File: src/rtl/board_state_scanner_pkg.sv
`default_nettype none
// ============================================================================
// Module      : board_pkg
// Description : Shared definitions for the board state scanner. Contains the
//               tile encoding bit positions, winner codes and the scanner
//               FSM state type.
// Revision    : 1.0 - initial release
// ============================================================================
package board_pkg;

  // Each tile is a two-bit field: {occupied, colour}.
  localparam int   OCC_BIT   = 1;
  localparam int   COLOR_BIT = 0;
  localparam logic COLOR_RED = 1'b1;

  // Winner codes. Both flags set means the board cannot arise in legal play.
  localparam logic [1:0] WIN_NONE = 2'b00;
  localparam logic [1:0] WIN_BLUE = 2'b01;
  localparam logic [1:0] WIN_RED  = 2'b10;
  localparam logic [1:0] WIN_BOTH = 2'b11;

  typedef enum logic [1:0] {
    IDLE  = 2'd0,
    SCAN  = 2'd1,
    CHECK = 2'd2,
    DONE  = 2'd3
  } state_t;

endpackage
`default_nettype wire

File: src/rtl/board_state_scanner_if.sv
`default_nettype none
// ============================================================================
// Module      : board_state_scanner_if
// Description : Request/result bundle between game-state logic (master) and
//               the board state scanner (slave).
//               master drives : start, board_in
//               slave drives  : busy, done, red_pos, blue_pos, red_count,
//                               blue_count, winner, board_full
// Revision    : 1.0 - initial release
// ============================================================================
interface board_state_scanner_if #(
  parameter int SIDE = 3,
  parameter int CW   = $clog2(SIDE*SIDE+1)
);
  localparam int TILES = SIDE * SIDE;

  logic                 start;
  logic [2*TILES-1:0]   board_in;
  logic                 busy;
  logic                 done;
  logic [TILES-1:0]     red_pos;
  logic [TILES-1:0]     blue_pos;
  logic [CW-1:0]        red_count;
  logic [CW-1:0]        blue_count;
  logic [1:0]           winner;
  logic                 board_full;

  modport master (
    output start, board_in,
    input  busy, done, red_pos, blue_pos, red_count, blue_count,
           winner, board_full
  );

  modport slave (
    input  start, board_in,
    output busy, done, red_pos, blue_pos, red_count, blue_count,
           winner, board_full
  );

endinterface
`default_nettype wire

File: src/rtl/board_state_scanner_line_mask_gen.sv
`default_nettype none
// ============================================================================
// Module      : line_mask_gen
// Description : Combinational map from a line index to the set of tiles on
//               that line. Lines 0..SIDE-1 are rows, SIDE..2*SIDE-1 columns,
//               2*SIDE the main diagonal, 2*SIDE+1 the anti-diagonal.
//               i_line : line index
//               o_mask : bit i set when tile i lies on the line
// Revision    : 1.0 - initial release
// ============================================================================
module line_mask_gen #(
  parameter int SIDE  = 3,
  parameter int TILES = SIDE * SIDE,
  parameter int LINES = 2 * SIDE + 2,
  parameter int LW    = $clog2(LINES)
) (
  input  wire logic [LW-1:0]    i_line,
  output logic      [TILES-1:0] o_mask
);

  // Row/column of every tile are elaboration-time constants, so each mask bit
  // reduces to a handful of comparisons against fixed line numbers.
  for (genvar i = 0; i < TILES; i++) begin : g_tile
    localparam int ROW = i / SIDE;
    localparam int COL = i % SIDE;
    localparam bit ON_DIAG = (ROW == COL);
    localparam bit ON_ANTI = (COL == SIDE - 1 - ROW);

    logic w_row_hit;
    logic w_col_hit;
    logic w_diag_hit;
    logic w_anti_hit;

    assign w_row_hit  = (i_line == LW'(ROW));
    assign w_col_hit  = (i_line == LW'(SIDE + COL));
    assign w_diag_hit = ON_DIAG && (i_line == LW'(2 * SIDE));
    assign w_anti_hit = ON_ANTI && (i_line == LW'(2 * SIDE + 1));
    assign o_mask[i]  = w_row_hit | w_col_hit | w_diag_hit | w_anti_hit;
  end

endmodule
`default_nettype wire

File: src/rtl/board_state_scanner.sv
`default_nettype none
// ============================================================================
// Module      : board_state_scanner
// Description : Sequential board decoder. On start it snapshots the packed
//               board, decodes one tile per cycle into red/blue masks and
//               counts, then tests one full line per cycle for a win.
//               Results appear on registered outputs with a one-cycle done.
//               clk   : rising-edge clock
//               reset : synchronous active-low reset
//               bus   : slave side of board_state_scanner_if
// Revision    : 1.0 - initial release
// ============================================================================
module board_state_scanner
  import board_pkg::*;
#(
  parameter int SIDE = 3,
  parameter int CW   = $clog2(SIDE*SIDE+1)
) (
  input  wire logic               clk,
  input  wire logic               reset,
  board_state_scanner_if.slave    bus
);

  localparam int TILES = SIDE * SIDE;
  localparam int LINES = 2 * SIDE + 2;
  localparam int KW    = $clog2(TILES);
  localparam int LW    = $clog2(LINES);

  localparam logic [KW-1:0] LAST_TILE = KW'(TILES - 1);
  localparam logic [LW-1:0] LAST_LINE = LW'(LINES - 1);

  // Control and working state
  state_t               state_q,     state_d;
  logic [2*TILES-1:0]   snap_q,      snap_d;
  logic [KW-1:0]        k_q,         k_d;
  logic [LW-1:0]        l_q,         l_d;
  logic [TILES-1:0]     red_mask_q,  red_mask_d;
  logic [TILES-1:0]     blue_mask_q, blue_mask_d;
  logic [CW-1:0]        red_cnt_q,   red_cnt_d;
  logic [CW-1:0]        blue_cnt_q,  blue_cnt_d;
  logic                 red_win_q,   red_win_d;
  logic                 blue_win_q,  blue_win_d;

  // Visible outputs
  logic                 busy_q,      busy_d;
  logic                 done_q,      done_d;
  logic [TILES-1:0]     red_pos_q,   red_pos_d;
  logic [TILES-1:0]     blue_pos_q,  blue_pos_d;
  logic [CW-1:0]        red_out_q,   red_out_d;
  logic [CW-1:0]        blue_out_q,  blue_out_d;
  logic [1:0]           winner_q,    winner_d;
  logic                 full_q,      full_d;

  logic [1:0]           tile;
  logic [TILES-1:0]     line_mask;
  logic [CW:0]          total_cnt;

  line_mask_gen #(
    .SIDE (SIDE)
  ) u_line_mask_gen (
    .i_line (l_q),
    .o_mask (line_mask)
  );

  // Select the current tile's two-bit field from the snapshot.
  always_comb begin
    tile = 2'b00;
    for (int i = 0; i < TILES; i++) begin
      if (k_q == KW'(i)) begin
        tile = snap_q[2*i +: 2];
      end
    end
  end

  // One extra bit so the sum of two CW-wide counts cannot wrap.
  assign total_cnt = {1'b0, red_cnt_q} + {1'b0, blue_cnt_q};

  always_comb begin
    state_d     = state_q;
    snap_d      = snap_q;
    k_d         = k_q;
    l_d         = l_q;
    red_mask_d  = red_mask_q;
    blue_mask_d = blue_mask_q;
    red_cnt_d   = red_cnt_q;
    blue_cnt_d  = blue_cnt_q;
    red_win_d   = red_win_q;
    blue_win_d  = blue_win_q;
    busy_d      = busy_q;
    done_d      = 1'b0;
    red_pos_d   = red_pos_q;
    blue_pos_d  = blue_pos_q;
    red_out_d   = red_out_q;
    blue_out_d  = blue_out_q;
    winner_d    = winner_q;
    full_d      = full_q;

    unique case (state_q)
      IDLE: begin
        if (bus.start) begin
          snap_d      = bus.board_in;
          k_d         = '0;
          l_d         = '0;
          red_mask_d  = '0;
          blue_mask_d = '0;
          red_cnt_d   = '0;
          blue_cnt_d  = '0;
          red_win_d   = 1'b0;
          blue_win_d  = 1'b0;
          busy_d      = 1'b1;
          state_d     = SCAN;
        end
      end

      SCAN: begin
        // An empty tile ignores its colour bit entirely.
        if (tile[OCC_BIT]) begin
          if (tile[COLOR_BIT] == COLOR_RED) begin
            red_mask_d[k_q] = 1'b1;
            red_cnt_d       = red_cnt_q + CW'(1);
          end else begin
            blue_mask_d[k_q] = 1'b1;
            blue_cnt_d       = blue_cnt_q + CW'(1);
          end
        end
        if (k_q == LAST_TILE) begin
          state_d = CHECK;
        end else begin
          k_d = k_q + KW'(1);
        end
      end

      CHECK: begin
        if ((line_mask & red_mask_q) == line_mask) begin
          red_win_d = 1'b1;
        end
        if ((line_mask & blue_mask_q) == line_mask) begin
          blue_win_d = 1'b1;
        end
        if (l_q == LAST_LINE) begin
          state_d = DONE;
        end else begin
          l_d = l_q + LW'(1);
        end
      end

      DONE: begin
        red_pos_d  = red_mask_q;
        blue_pos_d = blue_mask_q;
        red_out_d  = red_cnt_q;
        blue_out_d = blue_cnt_q;
        full_d     = (total_cnt == (CW+1)'(TILES));
        unique case ({red_win_q, blue_win_q})
          2'b11:   winner_d = WIN_BOTH;
          2'b10:   winner_d = WIN_RED;
          2'b01:   winner_d = WIN_BLUE;
          default: winner_d = WIN_NONE;
        endcase
        done_d  = 1'b1;
        busy_d  = 1'b0;
        state_d = IDLE;
      end

      default: state_d = IDLE;
    endcase
  end

  always_ff @(posedge clk) begin
    if (!reset) begin
      state_q     <= IDLE;
      snap_q      <= '0;
      k_q         <= '0;
      l_q         <= '0;
      red_mask_q  <= '0;
      blue_mask_q <= '0;
      red_cnt_q   <= '0;
      blue_cnt_q  <= '0;
      red_win_q   <= 1'b0;
      blue_win_q  <= 1'b0;
      busy_q      <= 1'b0;
      done_q      <= 1'b0;
      red_pos_q   <= '0;
      blue_pos_q  <= '0;
      red_out_q   <= '0;
      blue_out_q  <= '0;
      winner_q    <= WIN_NONE;
      full_q      <= 1'b0;
    end else begin
      state_q     <= state_d;
      snap_q      <= snap_d;
      k_q         <= k_d;
      l_q         <= l_d;
      red_mask_q  <= red_mask_d;
      blue_mask_q <= blue_mask_d;
      red_cnt_q   <= red_cnt_d;
      blue_cnt_q  <= blue_cnt_d;
      red_win_q   <= red_win_d;
      blue_win_q  <= blue_win_d;
      busy_q      <= busy_d;
      done_q      <= done_d;
      red_pos_q   <= red_pos_d;
      blue_pos_q  <= blue_pos_d;
      red_out_q   <= red_out_d;
      blue_out_q  <= blue_out_d;
      winner_q    <= winner_d;
      full_q      <= full_d;
    end
  end

  assign bus.busy       = busy_q;
  assign bus.done       = done_q;
  assign bus.red_pos    = red_pos_q;
  assign bus.blue_pos   = blue_pos_q;
  assign bus.red_count  = red_out_q;
  assign bus.blue_count = blue_out_q;
  assign bus.winner     = winner_q;
  assign bus.board_full = full_q;

endmodule
`default_nettype wire

File: src/flat_wrapper.sv
// flat-port wrapper written by rule: the top's interface ports become plain ports
module board_state_scanner_flat import board_pkg::*;
#(
  parameter int SIDE = 3,
  parameter int CW   = $clog2(SIDE*SIDE+1)
)
  (clk, reset, bus_start, bus_board_in, bus_busy, bus_done, bus_red_pos, bus_blue_pos, bus_red_count, bus_blue_count, bus_winner, bus_board_full);
  board_state_scanner_if #(.SIDE(SIDE), .CW(CW)) bus_i ();
  input  wire logic clk;
  input  wire logic reset;
  input wire logic [$bits(bus_i.start)-1:0] bus_start;
  input wire logic [$bits(bus_i.board_in)-1:0] bus_board_in;
  output wire logic [$bits(bus_i.busy)-1:0] bus_busy;
  output wire logic [$bits(bus_i.done)-1:0] bus_done;
  output wire logic [$bits(bus_i.red_pos)-1:0] bus_red_pos;
  output wire logic [$bits(bus_i.blue_pos)-1:0] bus_blue_pos;
  output wire logic [$bits(bus_i.red_count)-1:0] bus_red_count;
  output wire logic [$bits(bus_i.blue_count)-1:0] bus_blue_count;
  output wire logic [$bits(bus_i.winner)-1:0] bus_winner;
  output wire logic [$bits(bus_i.board_full)-1:0] bus_board_full;
  assign bus_i.start = bus_start;
  assign bus_i.board_in = bus_board_in;
  assign bus_busy = bus_i.busy;
  assign bus_done = bus_i.done;
  assign bus_red_pos = bus_i.red_pos;
  assign bus_blue_pos = bus_i.blue_pos;
  assign bus_red_count = bus_i.red_count;
  assign bus_blue_count = bus_i.blue_count;
  assign bus_winner = bus_i.winner;
  assign bus_board_full = bus_i.board_full;
  board_state_scanner #(.SIDE(SIDE), .CW(CW)) u_core (.clk(clk), .reset(reset), .bus(bus_i));
endmodule
File: config.mk
export PLATFORM = sky130hd
export DESIGN_NAME = board_state_scanner_flat
export DESIGN_NICKNAME = d
export VERILOG_FILES = /design/src/rtl/board_state_scanner_pkg.sv /design/src/rtl/board_state_scanner_if.sv /design/src/rtl/board_state_scanner_line_mask_gen.sv /design/src/rtl/board_state_scanner.sv /design/src/flat_wrapper.sv
export SDC_FILE = /design/constraint.sdc
export NUM_CORES = 1
export LEC_CHECK = 0
export CORE_MARGIN = 2
export CORE_UTILIZATION = 40
export DETAILED_ROUTE_END_ITERATION = 8
export DONT_BUFFER_PORTS = 1
export GPL_ROUTABILITY_DRIVEN = 0
export SLEW_MARGIN = 0
export SYNTH_ARGS = -nofsm -noshare
export SYNTH_HDL_FRONTEND = slang
export SYNTH_HIERARCHICAL = 1
export SYNTH_SLANG_ARGS = --single-unit
File: constraint.sdc
create_clock -name clk -period 5.99 [get_ports clk]
set_input_delay 0.599 -clock clk [delete_from_list [all_inputs] [get_ports clk]]
set_output_delay 0.599 -clock clk [all_outputs]
set_load 0.02 [all_outputs]
Yosys cells after proc, flatten, opt, wreduce, memory -nomap -nowiden

Index checks and enable logic that the tools add are counted.

$add $sub $neg: 5
$mul: 0
Divide/modulo/power cells: 0
$lt $le $gt $ge: 2
Equal/unequal tests: 34
Shift operators: 0
Muxes and demuxes: 43
Bitwise logic cells: 19
Reductions and logical operators: 16

Operators by type and width:

| kind                  | number |
|---|---|
| $mux W9               | 5 |
| $pmux W9 S2           | 2 |
| $mux W2               | 12 |
| $mux W4               | 6 |
| $pmux W4 S2           | 3 |
| $and A9 B9 Y9         | 2 |
| $eq A9 B9 Y1          | 2 |
| $or A9 B9 Y9          | 2 |
| $eq A4 B3 Y1 const B  | 4 |
| $or A1 B1 Y1          | 15 |
| $reduce_and A3 Y1     | 5 |
| $add A4 B1 Y4 const B | 3 |
| $eq A3 B3 Y1 const B  | 4 |
| $ne A2 B1 Y1 const B  | 5 |
| $ne A2 B2 Y1 const B  | 5 |
| $eq A2 B2 Y1 const B  | 4 |
| $eq A4 B2 Y1 const B  | 2 |
| $pmux W2 S4           | 1 |
| $reduce_and A4 Y1     | 2 |
| $eq A3 B2 Y1 const B  | 2 |
| $mux W1               | 6 |
| $mux W3               | 2 |
| $pmux W1 S2           | 3 |
| $pmux W2 S3           | 1 |
| 17 further kinds      | 21 |

Register bits: 86
Latch bits: 0
Bits in writable memories: 0
Bits in read-only memories: 0
Memories kept: 0

Depth between registers and ports, before layout

Depth in word-level cells: 13
Gate-level depth with buffers: 9
Depth with buffers taken out: 8

Hierarchy

The synthesis kept the hierarchy.

By module, submodules not included:

| module              | times used | cells an instance | area an instance (µm²) |
|---|---|---|---|
| board_state_scanner | 1          | 442               | 3931.3 |
| line_mask_gen       | 1          | 14                | 106.4 |

Least setup slack after synthesis

OpenSTA, ideal clock, no wires.

Kind: register to register
From: register u_core.k_q[0]
To: register u_core.red_cnt_q[0]
Setup time: 0.058 ns
Arrival time: 2.139 ns
Data required time: 5.932 ns
Path slack: 3.793 ns
Stages on the path, launching flop included: 10
Path buffers: 1
Cell sequence: dfxtp_1 inv_1 ha_1 buf_2 and3b_1 a31oi_2 o31ai_4 a211oi_4 and3b_1 o21a_1

Cells in the longest elaborated chain, start to end: 12
Elaborated cells between the ends (all ways): 21
Those cells by class: eq/ne (10); mux (9); reduce/logical (2)

RTL lines:

| what                            | RTL line                   | source |
|---|---|---|
| start, declared                 | board_state_scanner.sv:35  | `logic [KW-1:0] k_q, k_d;` |
| start signal, assigned          | board_state_scanner.sv:191 | `k_q <= k_d;` |
| $logic_not A4 Y1                | board_state_scanner.sv:69  | `if (k_q == KW'(i)) begin` |
| $mux W2 (8 in a row)            | board_state_scanner.sv:69  |  |
| $mux W2 (*)                     | board_state_scanner.sv:69  |  |
| $ne A2 B1 Y1 (no line)          | --                         |  |
| $reduce_and A4 Y1 (no line) (*) | --                         |  |
| end signal, assigned            | board_state_scanner.sv:195 | `red_cnt_q <= red_cnt_d;` |
| end, declared                   | board_state_scanner.sv:39  | `logic [CW-1:0] red_cnt_q, red_cnt_d;` |

Every way passes the cells marked *; elsewhere a longest branch is shown, timed or not.
A chain may end at the register's enable or synchronous reset.

Final worst setup path

From: register u_core.k_q[2]
To: register u_core.red_cnt_q[1]

The elaborated chain is that of the path after synthesis.

==> results.toml <==
[layout]
finalNonFillerCells = 582
drive_gt1_frac = 0.0846
num-nets-final = 483
antenna_cells = 0
area_growth_pct = 7.44

[pwr]
max-vdd-ir-drop_uv = 151
power.leakage_uw = 0.00149
finalPower_uw = 1520
power_density_mw_per_mm2 = 350

[route]
firstDrtPassIters = 5
ant_nets = 0
wl_um = 8920
drc = 0
viasPerCell = 5.31
wl_per_cell_um = 15.3
drtIter0Drc = 162
via_count = 3088

[die]
core_region_area_mm2 = 0.00977
num_io_pins = 52
die_w_um = 104
start_util = 0.413
rows = 36
die-area_mm2 = 0.0109
die_h_um = 104

[cts]
cts_tree = "done"
cts.sinks = 86
htreeDepth = 3
clkSlewWorstSetupHoldPaths_ns = 0.09
clkLatencyLatePin_ns = 0.36
clock_path_buffers = 2
cts_made_buffers = 9
cts_resized = 0
hold_buffers = 0
clockRootBuffer = "clkbuf_8"
cts_setup_buffers = 0

[timing]
fmax_ghz = 0.350
tns_ns = 0
hold_viol = 0
fin_crit_ns = 2.86
slew_viol_final = 0
slew_headroom = 0.323
rsz0062_at_grt = "false"
tightest_slew_ns = 1.01
setup_viol = 0
fin_crit_sh = 0.477
skew_ns = 0.0121

[yosys]
async_flop_share = 0
syn_area_mm2 = 0.00404
synth-seq-area-share = 0.426
syn-num-nets = 495
netlist.area_leader.share = 0.426
avgSynthCellArea_um2 = 8.85
yosysMostFrequentCell = "dfxtp_1"
yosys_warnings = 6
synth_area_leaders = "dfxtp_1 (43%), mux2i_1 (7.4%), a21oi_1 (6.7%)"
synth-seq-cells = 86
synthFlopType = "dfxtp_1"
synth_edf_count = 0
synth_top_cell_by_area = "dfxtp_1"
synth_common_cells = "dfxtp_1 (86), a21oi_1 (54), nor2_1 (53)"
netlist_instances = 456
yosysUniqueCellTypes = 56

[outcome]
status = "finished clean"

[worst_hold_path]
hold-path-cell-count = 2
hold_start = "bus_board_in[7]"
hold-path-endpoint = "u_core/snap_q[7]"
hold_class = "in2reg"

[placement]
hpwl_um = 6370
dp.cells = 566
port_buffers = 0

[global_routing]
grt_pass1_vias = 3013
grt_pass1_wl_um = 14900
antenna_found_initial = 0
overflow = 0
grt_max_degree = 61
track_usage = 0.170

[worst_setup_path]
rr_startpoint = "u_core/k_q[2]"
reg2reg_setup_slack_ns = 3.13
cp_max_fo = 13
cp-start-kind = "register"
cp.required_ns = 6.30
critPathCaptureType = "register"
timing.rr.end = "u_core/red_cnt_q[1]"
arrival_ns = 3.16
critPathKind = "reg2reg"
r2r_cells = 6

[job]
drv_cap = 0
[sequential cells by signal, summed over array words and instances, names as in the netlist, 2 cells and up]
register,flops
u_core/blue_cnt_q,4
u_core/blue_mask_q,9
u_core/bus.blue_count,4
u_core/bus.blue_pos,9
u_core/bus.red_count,4
u_core/bus.red_pos,9
u_core/bus.winner,2
u_core/k_q,4
u_core/l_q,3
u_core/red_cnt_q,4
u_core/red_mask_q,9
u_core/snap_q,18
u_core/state_q,2
[power by group]
group / switching, uW / total (uW) / internal [uW]
logic: 269 / 403 / 135
registers: 36.5 / 649 / 612
clock network: 215 / 464 / 249
total: 521 / 1520 / 996
[placed cells by master, fill, tap and decap left out, types with 3 or more instances in the layout]
| master | count |
|---|---|
| a211oi_1 | 3 |
| nand3_1 | 16 |
| and3_1 | 3 |
| nor2_1 | 53 |
| clkbuf_8 | 10 |
| nor3b_1 | 3 |
| xor2_1 | 4 |
| dfxtp_1 | 86 |
| nand2_1 | 48 |
| nand2b_1 | 5 |
| inv_1 | 31 |
| nand3b_1 | 5 |
| ha_1 | 16 |
| a31oi_1 | 8 |
| a21oi_1 | 54 |
| o21ai_0 | 4 |
| a21o_1 | 3 |
| mux2i_1 | 30 |
| a221oi_1 | 3 |
| nand4_1 | 5 |
| nor2b_1 | 9 |
[worst max-delay path by stage]
stage / from / end / slack, ns / cells past startpoint
2_1_floorplan: u_core/k_q[0] / u_core/red_cnt_q[0] / 3.79 / 9
3_3_place_gp: u_core/k_q[2] / u_core/red_cnt_q[0] / 3.30 / 6
3_5_place_dp: u_core/k_q[2] / u_core/red_cnt_q[1] / 3.20 / 6
4_1_cts: u_core/k_q[2] / u_core/red_cnt_q[1] / 3.18 / 6
5_1_grt: u_core/k_q[2] / u_core/red_mask_q[2] / 2.90 / 6
6_report: u_core/k_q[2] / u_core/red_cnt_q[1] / 3.13 / 6
[per-stage QoR]
| step | util | setup slack, ns | area (um^2) | hold slack (ns) |
|---|---|---|---|---|
| 2_1_floorplan | - | 3.79 | 4040 | 0.432 |
| 3_3_place_gp | 0.420 | 3.30 | 4110 | 0.448 |
| 3_5_place_dp | 0.420 | 3.20 | 4110 | 0.448 |
| 4_1_cts | 0.444 | 3.18 | 4340 | 0.346 |
| 5_1_grt | 0.444 | 2.90 | 4340 | 0.346 |
| 6_report | 0.444 | 3.13 | 4340 | 0.358 |
[final cells by class]
type | instances | area, um^2
inverters | 32 | 120
clock buffers | 10 | 138
flip-flops and latches | 86 | 1720
multi-input cells | 313 | 2080
fillers | 1001 | 5440
well taps | 133 | 166
repair buffers | 2 | 15.0
clock inverters | 6 | 92.6
[cell families (layout without fill, tap and decap cells)]
family,Yosys count,count (layout),synth area share
xor+xnor,6,6,0.0130
buf+inv,57,50,0.0579
fa+ha+maj,18,18,0.0576
simple gates,156,156,0.184
compound gates,99,99,0.175
mux,34,34,0.0865
flops,86,86,0.426
[metal layers]
metal,track usage,vias up,part of all wire
li1,-,1536,-
met1,0.219,1461,0.46
met2,0.278,81,0.48
met3,0.0420,10,0.050
met4,0.0579,0,0.010
met5,0,-,0
[critical path, stage by stage, from the launching register on]
cell and delay [ns]:
dfxtp_1 0.50, nor2b_1 0.85, nor4b_2 0.45, o31ai_4 0.14, a211oi_4 0.53, and3_1 0.23, o21a_1 0.11
Note: power is estimated with default switching activity, not from simulation.
